--- config.mk ---
export PLATFORM = sky130hd
export DESIGN_NAME = ama_riscv_mem_arb
export DESIGN_NICKNAME = d
export VERILOG_FILES = /design/src/rtl/ama_riscv_defines.sv /design/src/rtl/ama_riscv_sat_cnt.sv /design/src/rtl/ama_riscv_mem_arb.sv
export SDC_FILE = /design/constraint.sdc
export NUM_CORES = 1
export LEC_CHECK = 0
export BUFFER_PORTS_ARGS = -buffer_cell sky130_fd_sc_hd__buf_2
export CAP_MARGIN = 20
export CORE_AREA = 2 2 85 87
export CTS_CLUSTER_DIAMETER = 80
export CTS_CLUSTER_SIZE = 10
export DETAILED_ROUTE_END_ITERATION = 10
export DIE_AREA = 0 0 87 89
export PLACE_DENSITY = 0.59
export SLEW_MARGIN = 20
export SYNTH_ARGS = -nofsm -noshare
export SYNTH_HDL_FRONTEND = slang
export SYNTH_HIERARCHICAL = 1
export SYNTH_SLANG_ARGS = --single-unit
--- constraint.sdc ---
create_clock -name clk -period 1.9 [get_ports clk]
set_input_delay 0 -clock clk [delete_from_list [all_inputs] [get_ports clk]]
set_output_delay 0 -clock clk [all_outputs]
set_load 0.01 [all_outputs]
--- src/rtl/ama_riscv_defines.sv ---
// Shared definitions for the instruction/data memory arbiter: owner encoding,
// starvation default and bus widths.
package ama_riscv_defines;

    localparam int ARB_STARVE_MAX_DEFAULT = 4;
    localparam int ARB_ADDR_W             = 14;
    localparam int ARB_DATA_W             = 32;
    localparam int ARB_BE_W               = 4;
    localparam int ARB_CNT_W              = 4;

    typedef enum logic [1:0] {
        OWN_NONE = 2'd0,
        OWN_IMEM = 2'd1,
        OWN_DLD  = 2'd2,
        OWN_DST  = 2'd3
    } arb_owner_t;

    // Classifies this cycle's grant into the owner whose response returns next cycle.
    function automatic arb_owner_t arb_next_owner(
        input logic                imem_gnt,
        input logic                dmem_gnt,
        input logic [ARB_BE_W-1:0] dmem_we
    );
        arb_owner_t owner;
        owner = OWN_NONE;
        if (imem_gnt) begin
            owner = OWN_IMEM;
        end else if (dmem_gnt) begin
            owner = (dmem_we != '0) ? OWN_DST : OWN_DLD;
        end
        return owner;
    endfunction

endpackage

--- src/rtl/ama_riscv_sat_cnt.sv ---
// 4-bit up-counter that sticks at a runtime limit; clear has priority over increment.
module ama_riscv_sat_cnt
    import ama_riscv_defines::*;
(
    input  logic                 clk,
    input  logic                 rst,
    input  logic                 i_inc,
    input  logic                 i_clr,
    input  logic [ARB_CNT_W-1:0] i_max,
    output logic [ARB_CNT_W-1:0] o_count
);

    logic [ARB_CNT_W-1:0] r_count;

    always_ff @(posedge clk) begin
        if (rst) begin
            r_count <= '0;
        end else if (i_clr) begin
            r_count <= '0;
        end else if (i_inc && (r_count < i_max)) begin
            r_count <= r_count + 1'b1;
        end
    end

    assign o_count = r_count;

endmodule

--- src/rtl/ama_riscv_mem_arb.sv ---
// Single-port memory arbiter between fetch and load/store ports: dmem has priority
// until imem has been denied STARVE_MAX cycles in a row; responses return one cycle later.
module ama_riscv_mem_arb
    import ama_riscv_defines::*;
#(
    parameter int STARVE_MAX = ARB_STARVE_MAX_DEFAULT
)
(
    input  logic                  clk,
    input  logic                  rst,

    input  logic                  i_imem_req_valid,
    output logic                  o_imem_req_ready,
    input  logic [ARB_ADDR_W-1:0] i_imem_req_addr,
    output logic                  o_imem_rsp_valid,
    output logic [ARB_DATA_W-1:0] o_imem_rsp_data,

    input  logic                  i_dmem_req_valid,
    output logic                  o_dmem_req_ready,
    input  logic [ARB_ADDR_W-1:0] i_dmem_req_addr,
    input  logic [ARB_DATA_W-1:0] i_dmem_req_wdata,
    input  logic [ARB_BE_W-1:0]   i_dmem_we,
    output logic                  o_dmem_rsp_valid,
    output logic [ARB_DATA_W-1:0] o_dmem_rsp_data,

    output logic                  o_mem_en,
    output logic [ARB_BE_W-1:0]   o_mem_we,
    output logic [ARB_ADDR_W-1:0] o_mem_addr,
    output logic [ARB_DATA_W-1:0] o_mem_wdata,
    input  logic [ARB_DATA_W-1:0] i_mem_rdata
);

    if ((STARVE_MAX < 1) || (STARVE_MAX > 15)) begin : g_bad_starve_max
        $error("STARVE_MAX must be in 1..15");
    end

    localparam logic [ARB_CNT_W-1:0] STARVE_LIMIT = ARB_CNT_W'(STARVE_MAX);

    logic [ARB_CNT_W-1:0] w_starve_cnt;
    logic                 w_starved;
    logic                 w_imem_gnt;
    logic                 w_dmem_gnt;
    logic                 w_starve_inc;
    logic                 w_starve_clr;
    arb_owner_t           w_owner_nxt;
    arb_owner_t           r_owner;

    // Grants are purely combinational so a requester can be served in the same cycle.
    assign w_starved    = (w_starve_cnt == STARVE_LIMIT);
    assign w_imem_gnt   = !rst && i_imem_req_valid && (!i_dmem_req_valid || w_starved);
    assign w_dmem_gnt   = !rst && i_dmem_req_valid && !w_imem_gnt;
    assign w_starve_inc = i_imem_req_valid && !w_imem_gnt;
    assign w_starve_clr = !i_imem_req_valid || w_imem_gnt;

    ama_riscv_sat_cnt u_starve_cnt (
        .clk     (clk),
        .rst     (rst),
        .i_inc   (w_starve_inc),
        .i_clr   (w_starve_clr),
        .i_max   (STARVE_LIMIT),
        .o_count (w_starve_cnt)
    );

    assign o_imem_req_ready = w_imem_gnt;
    assign o_dmem_req_ready = w_dmem_gnt;

    always_comb begin
        o_mem_en    = w_imem_gnt || w_dmem_gnt;
        o_mem_we    = w_dmem_gnt ? i_dmem_we : '0;
        o_mem_addr  = w_imem_gnt ? i_imem_req_addr : i_dmem_req_addr;
        o_mem_wdata = i_dmem_req_wdata;
    end

    assign w_owner_nxt = arb_next_owner(w_imem_gnt, w_dmem_gnt, i_dmem_we);

    always_ff @(posedge clk) begin
        if (rst) begin
            r_owner <= OWN_NONE;
        end else begin
            r_owner <= w_owner_nxt;
        end
    end

    // Reset also masks the response ports so a pending response is dropped immediately.
    always_comb begin
        o_imem_rsp_valid = 1'b0;
        o_imem_rsp_data  = '0;
        o_dmem_rsp_valid = 1'b0;
        o_dmem_rsp_data  = '0;
        if (!rst) begin
            case (r_owner)
                OWN_IMEM: begin
                    o_imem_rsp_valid = 1'b1;
                    o_imem_rsp_data  = i_mem_rdata;
                end
                OWN_DLD: begin
                    o_dmem_rsp_valid = 1'b1;
                    o_dmem_rsp_data  = i_mem_rdata;
                end
                OWN_DST: begin
                    o_dmem_rsp_valid = 1'b1;
                end
                default: begin
                end
            endcase
        end
    end

endmodule
==> results of run 1 <==
## power breakdown
part | leakage (nW) | total, W | switching [W] | internal, W
sequential | 0.0495 | 0.000133 | 0.00000258 | 0.000131
clock | 0.0216 | 0.000195 | 0.0000584 | 0.000136
combinational | 1.15 | 0.000299 | 0.000139 | 0.000160
total | 1.22 | 0.000627 | 0.000200 | 0.000428
## worst paths after layout
| kind | start | end | slack [ns] | cells past startpoint |
|---|---|---|---|---|
| max | u_starve_cnt/o_count[0]$_SDFFE_PP0P_ | o_mem_addr[0] | 0.14 | 5 |
| min | i_dmem_req_wdata[19] | o_mem_wdata[19] | 0.000004 | 0 |
| max reg2reg | u_starve_cnt/o_count[3]$_SDFFE_PP0P_ | u_starve_cnt/o_count[3]$_SDFFE_PP0P_ | 0.22 | 7 |
| min reg2reg | u_starve_cnt/o_count[2]$_SDFFE_PP0P_ | u_starve_cnt/o_count[2]$_SDFFE_PP0P_ | 0.53 | 2 |
## placed cells by master, fill, tap and decap left out, drive strengths merged, types with 2 or more instances in the layout
master	count
ha	4
clkbuf	3
nor3b	2
a211oi	2
or3	2
o21ai	4
inv	5
mux2	14
a21oi	2
conb	4
buf	158
and2	68
nor2	5
dfxtp	6
nand3	2
nand2	2
o211ai	2
nor2b	2
## cell type report
class / count / area share (%)
Inverter: 5 / 0.9323
Clock buffer: 3 / 2.051
Multi-Input combinational cell: 124 / 45.62
Timing Repair Buffer: 158 / 40.40
Sequential cell: 6 / 6.029
Tap cell: 80 / 4.972
## per-stage QoR
step	worst slack, ns	area [um^2]	power (W)	instances	hold WS, ns
final	0.1410	2013	0.0006274	376	0.000004453
after global routing	0.001237	2013	0.0006700	376	0.00001504
after CTS	0.04648	2012	0.0006395	376	0.00006862
after detailed placement	0.2004	1971	0.0004389	373	0.00006862
after global placement	0.2256	1971	0.0004354	373	0.00006862
after floorplan	0.3053	1363	0.0003554	176	0.09177
## layer usage
| metal | wire length [um] | part of all wire (%) | up-vias |
|---|---|---|---|
| met3 | 507 | 12 | 3 |
| met4 | 30 | 0.69 | 0 |
| li1 | - | - | 763 |
| met5 | 0 | 0 | - |
| met1 | 1623 | 37 | 648 |
| met2 | 2206 | 51 | 119 |
## cell families after synthesis
family,Yosys count
buffers and inverters,46
adder cells (fa/ha/maj),4
AO/OA/AOI/OAI,14
multiplexers,14
other,2
flip-flops,6
XOR/XNOR,1
AND/OR/NAND/NOR,87
## flip-flops by register name (all words and copies together) (netlist names)
| name | count |
|---|---|
| r_owner | 2 |
| u_starve_cnt/o_count | 4 |
## worst max-delay path: stages, from the launching register on
cell and delay [ns]:
dfxtp_1 0.33, nor4b_4 0.37, o21ba_2 0.21, buf_12 0.16, mux2_2 0.33, buf_2 0.14
## repair_timing
action                                 4_1_cts  5_1_grt
endpoints found under the hold margin        0        0
gates resized for setup                      0        2
hold buffers                                 0        0
setup endpoints to repair                    0       10
==> metrics.cfg, run 1 <==
[logic_synthesis]
ys_ff_latch = 6
synth_top_cell_by_area = and2_1
synth_most_common_cell = and2_1
synth_cells = 174
synth_top_area_share_pct = 31.39
synth_edf_count = 0
ys_top_cells_by_count = and2_1, buf_4, mux2_4
seq_area_frac_synth_pct = 8.864
synth_warnings = 6
synth_simple_gate_area_share_pct = 41.00
synth_compound_area_share_pct = 7.202
synth_area_leaders = and2_1, buf_4, mux2_4, dfxtp_1, mux2_2
synth_xor_area_share_pct = 0.6464
synth_top_family_by_area = simple AND/OR/NAND/NOR gates
synth_mux_area_share_pct = 14.13
synthDistinctLibCells = 31
ys_dominant_reg_cell = dfxtp_1
synth_fa_ha_area_share_pct = 3.693
async_flop_share_pct = 0
synth_area_mm2 = 0.001355
syn_avg_cell_area_um2 = 7.788

[finish]
multiInputGateArea_um2 = 918.4
layout-drive-gt1-share_pct = 61.49
nets = 402
num-fill-cells = 728
regArea_um2 = 121.4
area_growth_pct = 48.57
final_util_pct = 29.96
diodes = 0

[floorplanning]
ioPinCount = 219
num_rows = 30
die-width_um = 87
die_area_mm2 = 0.007743
start_util_pct = 20.17
dieHeight_um = 89
coreArea_mm2 = 0.006719

[timing]
tns_ns = 0
skew_ns = 0.001452
setup_viol = 0
hold_violations = 0
fin_crit_ns = 1.759
rsz0062_at_grt = false
fin_crit_sh_pct = 92.58
maxSlewViolCount = 0
max_freq_ghz = 0.5685

[routing]
vias = 1533
detail-route-antenna-nets = 0
vias_per_cell = 4.077
drc = 0
drtIter0Drc = 14
wl_per_cell_um = 11.62
wirelength_mm = 4.368
drtPass1Iterations = 4

[power]
powerDensity_mw_per_mm2 = 311.7
p_leak_nw = 1.220
ir_drop_uv = 344.3

[worst_setup_path]
arrival_ns = 1.76
critPathRequiredTime_ns = 1.90
startpoint_type = register
path_class = reg2out
critPathMaxFanout = 15
end_kind = output pin

[global_route]
grt_use_met2_pct = 17.56
top_usage_layer = met2
overflow = 0
met1_usage_pct = 10.04
grt_max_degree = 34
grt_pass1_wl_mm = 5.651
met3_usage_pct = 2.678
grt_use_total_pct = 9.281
antenna_found_initial = 0
grt_pass1_vias = 1230

[clock_tree]
worst_skew_pair.late_latency_ns = 0.23
cts-htree-levels = 1
cts_root_buf = clkbuf_8
clkTransAtPathRegs_ns = 0.04
cts_setup_buffers = 0
cts_buffer_depth = 2
clock-sinks = 6
cts_tree = yes
cts_buffers = 3

[status]
outcome = complete, no violations

[run]
cap_violations = 0

[worst_hold_path]
min_path_type = in2out

[placement]
gp_congestion = 0.7186
hpwl_mm = 3.790
port_buffers = 154

(Power assumes the default switching activity.)
==> run 2, diff against run 1 <==
- clock period: 1.9 -> 1.7 ns (I/O delays scaled with it)
==> metrics.cfg, run 2 (synthesis gave the netlist of run 1 again) <==
[global_route]
grt_pass1_vias = 1316
overflow = 0
grt_pass1_wl_mm = 6.196
grt_max_degree = 34
antenna_found_initial = 0
grt_use_total_pct = 10.02

[clock_tree]
cts-htree-levels = 1
worst_skew_pair.late_latency_ns = 0.22
cts_root_buf = clkbuf_8
clkTransAtPathRegs_ns = 0.04
cts_buffers = 3
clock-sinks = 6
cts_tree = yes
cts_buffer_depth = 2
hold_buffers = 0

[placement]
gp_congestion = 0.7425
dp.cells = 373
port_buffers = 154
placed_area_mm2 = 0.001971
hpwl_mm = 3.828

[power]
p_leak_nw = 1.307
ir_drop_uv = 282.5
powerDensity_mw_per_mm2 = 339.2

[finish]
nets = 407
design_area_mm2 = 0.002220
num-fill-cells = 717
largest_reg_flops = 4
diodes = 0
layout_commonest_cell = buf_2
most-common-layout-cells = buf_2, and2_1, buf_6, mux2_4, buf_4
final_util_pct = 33.04
layout-drive-gt1-share_pct = 64.45
area_growth_pct = 63.80
fin_cells = 381

[timing]
rsz0062_at_grt = true
skew_ns = 0.002168
maxSlewViolCount = 0
fin_crit_ns = 1.751
fin_crit_sh_pct = 103.0
max_freq_ghz = 0.5712
hold_violations = 0
holdWs_ns = 0.000004453
setup_viol = 15
tns_ns = -0.2973
fin_ws_ns = -0.05083

[worst_hold_path]
min_path_type = in2out

[status]
violations = setup timing
outcome = finished with violations

[worst_setup_path]
startpoint_type = register
end_kind = register
critPathBufInv = 2
slowest_delay_ns = 0.34
critPathRequiredTime_ns = 1.81
crit_family = simple AND/OR/NAND/NOR gates
critPathSlowestCell = dfxtp_4
path_class = reg2reg
arrival_ns = 1.86
crit_path_cell_trace = nor4b_4 > buf_4 > nor2_2 > o21a_1 > nor2b_4 > o211ai_4 > buf_6 > xor2_1 > nor2_1
critPathMaxFanout = 6

[floorplanning]
die-width_um = 87
ioPinCount = 219
num_rows = 30
die_area_mm2 = 0.007743
start_util_pct = 20.17
dieHeight_um = 89
coreArea_mm2 = 0.006719

[run]
cap_violations = 0

[routing]
detail-route-antenna-nets = 0
drtIter0Drc = 14
wl_per_cell_um = 12.49
drc = 0
wirelength_mm = 4.760
drtPass1Iterations = 4
vias = 1584
vias_per_cell = 4.157
met2_length_mm = 2.461
wl_met1_mm = 1.760
met3_wirelength_um = 538
maxUsedRoutingLayer = met3

run 2: per-stage QoR:
step / setup slack [ns] / total power [W]
finish: -0.05083 / 0.0007529
global route: -0.1100 / 0.0008072
CTS: -0.01858 / 0.0007511
detailed placement: -0.01210 / 0.0004907
global placement: 0.02373 / 0.0004865
floorplan: 0.1053 / 0.0003972
run 2: final cells by class:
| type | instances | area (um^2) | share of cell area [%] |
|---|---|---|---|
| clock buffers | 3 | 41.29 | 1.860 |
| inverters | 5 | 18.77 | 0.8455 |
| multi-input cells | 124 | 969.7 | 43.69 |
| flip-flops and latches | 6 | 127.6 | 5.750 |
| well taps | 80 | 100.1 | 4.510 |
| repair buffers | 163 | 962.2 | 43.35 |
run 2: where the power goes:
group	switching, W	leakage (nW)	total, W	internal [W]
Clock	0.0000572	0.0216	0.000209	0.000152
Combinational	0.000171	1.23	0.000396	0.000225
Sequential	0.00000301	0.0513	0.000148	0.000145
Total	0.000231	1.31	0.000753	0.000522
run 2: worst paths after layout:
check,startpoint,end,slack [ns],cells past startpoint
min reg2reg,u_starve_cnt/o_count[2]$_SDFFE_PP0P_,u_starve_cnt/o_count[2]$_SDFFE_PP0P_,0.53,2
min,i_dmem_req_wdata[14],o_mem_wdata[14],0.000004,0
max reg2reg,u_starve_cnt/o_count[1]$_SDFFE_PP0P_,u_starve_cnt/o_count[0]$_SDFFE_PP0P_,-0.05,9
max,u_starve_cnt/o_count[1]$_SDFFE_PP0P_,u_starve_cnt/o_count[0]$_SDFFE_PP0P_,-0.05,9
run 2: routing by layer:
metal,vias up,GRT usage [%]
li1,777,-
met1,691,10.95
met2,116,19.99
met3,0,2.862
met4,0,0.4261
met5,-,0
run 2: repair_timing:
action                                  CTS  global route
pin swaps                                 6             5
cloned                                    1             0
resized for setup                        28             6
setup buffers                             4             0
endpoints found under the setup margin   16            20
==> run 3, diff against run 2 <==
- ABC_CLOCK_PERIOD_IN_PS: not set -> 1700
- SETUP_SLACK_MARGIN: not set -> 0.4
==> metrics.cfg, run 3 (synthesis gave the netlist of run 1 again) <==
[floorplanning]
start_util_pct = 20.17
ioPinCount = 219
die_area_mm2 = 0.007743
dieHeight_um = 89
coreArea_mm2 = 0.006719
die-width_um = 87
num_rows = 30

[worst_hold_path]
hold_start = i_dmem_req_wdata[11]
whs_endpoint = o_mem_wdata[11]
worst_hold_path.num_cells = 0
min_path_type = in2out

[run]
cap_violations = 0

[placement]
hpwl_mm = 3.820
gp_congestion = 0.7206
port_buffers = 154

[power]
p_leak_nw = 1.614
power.switching_w = 0.0002886
power_w = 0.0009469
clockPowerShare_pct = 24.2
p_int_w = 0.0006583
combPwrFrac_pct = 60.5
p_sw_share_pct = 30.48
ir_drop_uv = 393.8
powerDensity_mw_per_mm2 = 301.0
pwr-share-seq_pct = 15.3

[finish]
diodes = 0
nets = 430
largest_reg_flops = 4
layout-drive-gt1-share_pct = 87.69
area_growth_pct = 132.1
most-common-layout-cells = buf_6, buf_2, and2_4, mux2_4, buf_4
layout_commonest_cell = buf_6

[routing]
wl_per_cell_um = 15.20
drc = 0
detail-route-antenna-nets = 0
drtPass1Iterations = 4
wirelength_mm = 6.154
drtIter0Drc = 20
vias = 1720
vias_per_cell = 4.247

[worst_setup_path]
startpoint_type = register
end_kind = output pin
path_class = reg2out
reg2reg_from = u_starve_cnt/o_count[2]$_SDFFE_PP0P_
critPathMaxFanout = 7
critPathRequiredTime_ns = 1.70
ff2ff_setup_slack_ns = 0.04
arrival_ns = 1.67
r2r_end = u_starve_cnt/o_count[2]$_SDFFE_PP0P_
worstRegToRegCells = 8

[timing]
holdWs_ns = 0.000003656
fin_crit_sh_pct = 98.38
tns_ns = 0
skew_ns = 0.001807
setup_viol = 0
maxSlewViolCount = 0
max_freq_ghz = 0.5979
rsz0062_at_grt = true
hold_violations = 0
fin_crit_ns = 1.673

[clock_tree]
cts_tree = yes
cts-htree-levels = 1
cts_buffers = 3
worst_skew_pair.late_latency_ns = 0.22
clkTransAtPathRegs_ns = 0.04
clock-sinks = 6
cts_root_buf = clkbuf_8
cts_buffer_depth = 2

[global_route]
grt_pass1_wl_mm = 6.672
grt_pass1_vias = 1396
overflow = 0
grt_use_total_pct = 10.69
grt_max_degree = 25
antenna_found_initial = 0

[status]
outcome = complete, no violations

==> run 3: stage by stage <==
stage	instance area [um^2]	utilization [%]	cells	setup slack (ns)
floorplan	1419	-	176	0.2617
global placement	2047	30.47	374	0.1680
detailed placement	2047	30.47	374	0.1446
CTS	2436	36.26	389	0.007468
global route	3146	46.82	405	-0.02322
finish	3146	46.82	405	0.02747
==> run 3: routing by layer <==
layer,share of wire (%),vias up,track usage [%]
met4,0.37,0,0.8523
li1,-,823,-
met5,0,-,0
met2,54,96,18.88
met1,38,797,12.80
met3,7.8,4,4.155
==> run 3: worst max path at each step <==
| stage | from | end | slack [ns] |
|---|---|---|---|
| 4_1_cts | u_starve_cnt/o_count[3]$_SDFFE_PP0P_ | o_mem_addr[11] | 0.007 |
| 5_1_grt | u_starve_cnt/o_count[0]$_SDFFE_PP0P_ | u_starve_cnt/o_count[2]$_SDFFE_PP0P_ | -0.02 |
| 6_report | u_starve_cnt/o_count[3]$_SDFFE_PP0P_ | o_mem_addr[3] | 0.03 |
| 2_1_floorplan | u_starve_cnt/o_count[0]$_SDFFE_PP0P_ | u_starve_cnt/o_count[3]$_SDFFE_PP0P_ | 0.26 |
| 3_3_place_gp | u_starve_cnt/o_count[0]$_SDFFE_PP0P_ | o_mem_addr[11] | 0.17 |
| 3_5_place_dp | u_starve_cnt/o_count[0]$_SDFFE_PP0P_ | u_starve_cnt/o_count[3]$_SDFFE_PP0P_ | 0.14 |
==> run 3: critical path: stages (launching register included) <==
cell	delay [ns]
dfxtp_4	0.34
nor4b_4	0.31
o21ba_4	0.21
clkbuf_16	0.16
mux2_4	0.30
buf_6	0.12
==> run 3: power by group through the flow <==
| stage | Clock, W | Sequential, W | Combinational [W] |
|---|---|---|---|
| after floorplan | 0 | 0.000149 | 0.000256 |
| after global placement | 0 | 0.000150 | 0.000350 |
| after detailed placement | 0 | 0.000150 | 0.000354 |
| after CTS | 0.000234 | 0.000146 | 0.000436 |
| after global routing | 0.000250 | 0.000145 | 0.000612 |
| final | 0.000229 | 0.000145 | 0.000573 |
==> run 3: layout make-up <==
cell class / instances / area (um^2)
fillers: 602 / 3573
multi-input cells: 124 / 1166
inverters: 5 / 18.77
clock buffers: 4 / 45.04
well taps: 80 / 100.1
flip-flops and latches: 6 / 136.4
repair buffers: 186 / 1679
==> run 3: timing repair <==
item / CTS / global route
endpoints found under the setup margin: 56 / 89
cloned: 3 / 5
buffers inserted: 8 / 11
pin swaps: 10 / 52
hold buffers: 0 / 0
gates resized for setup: 47 / 141
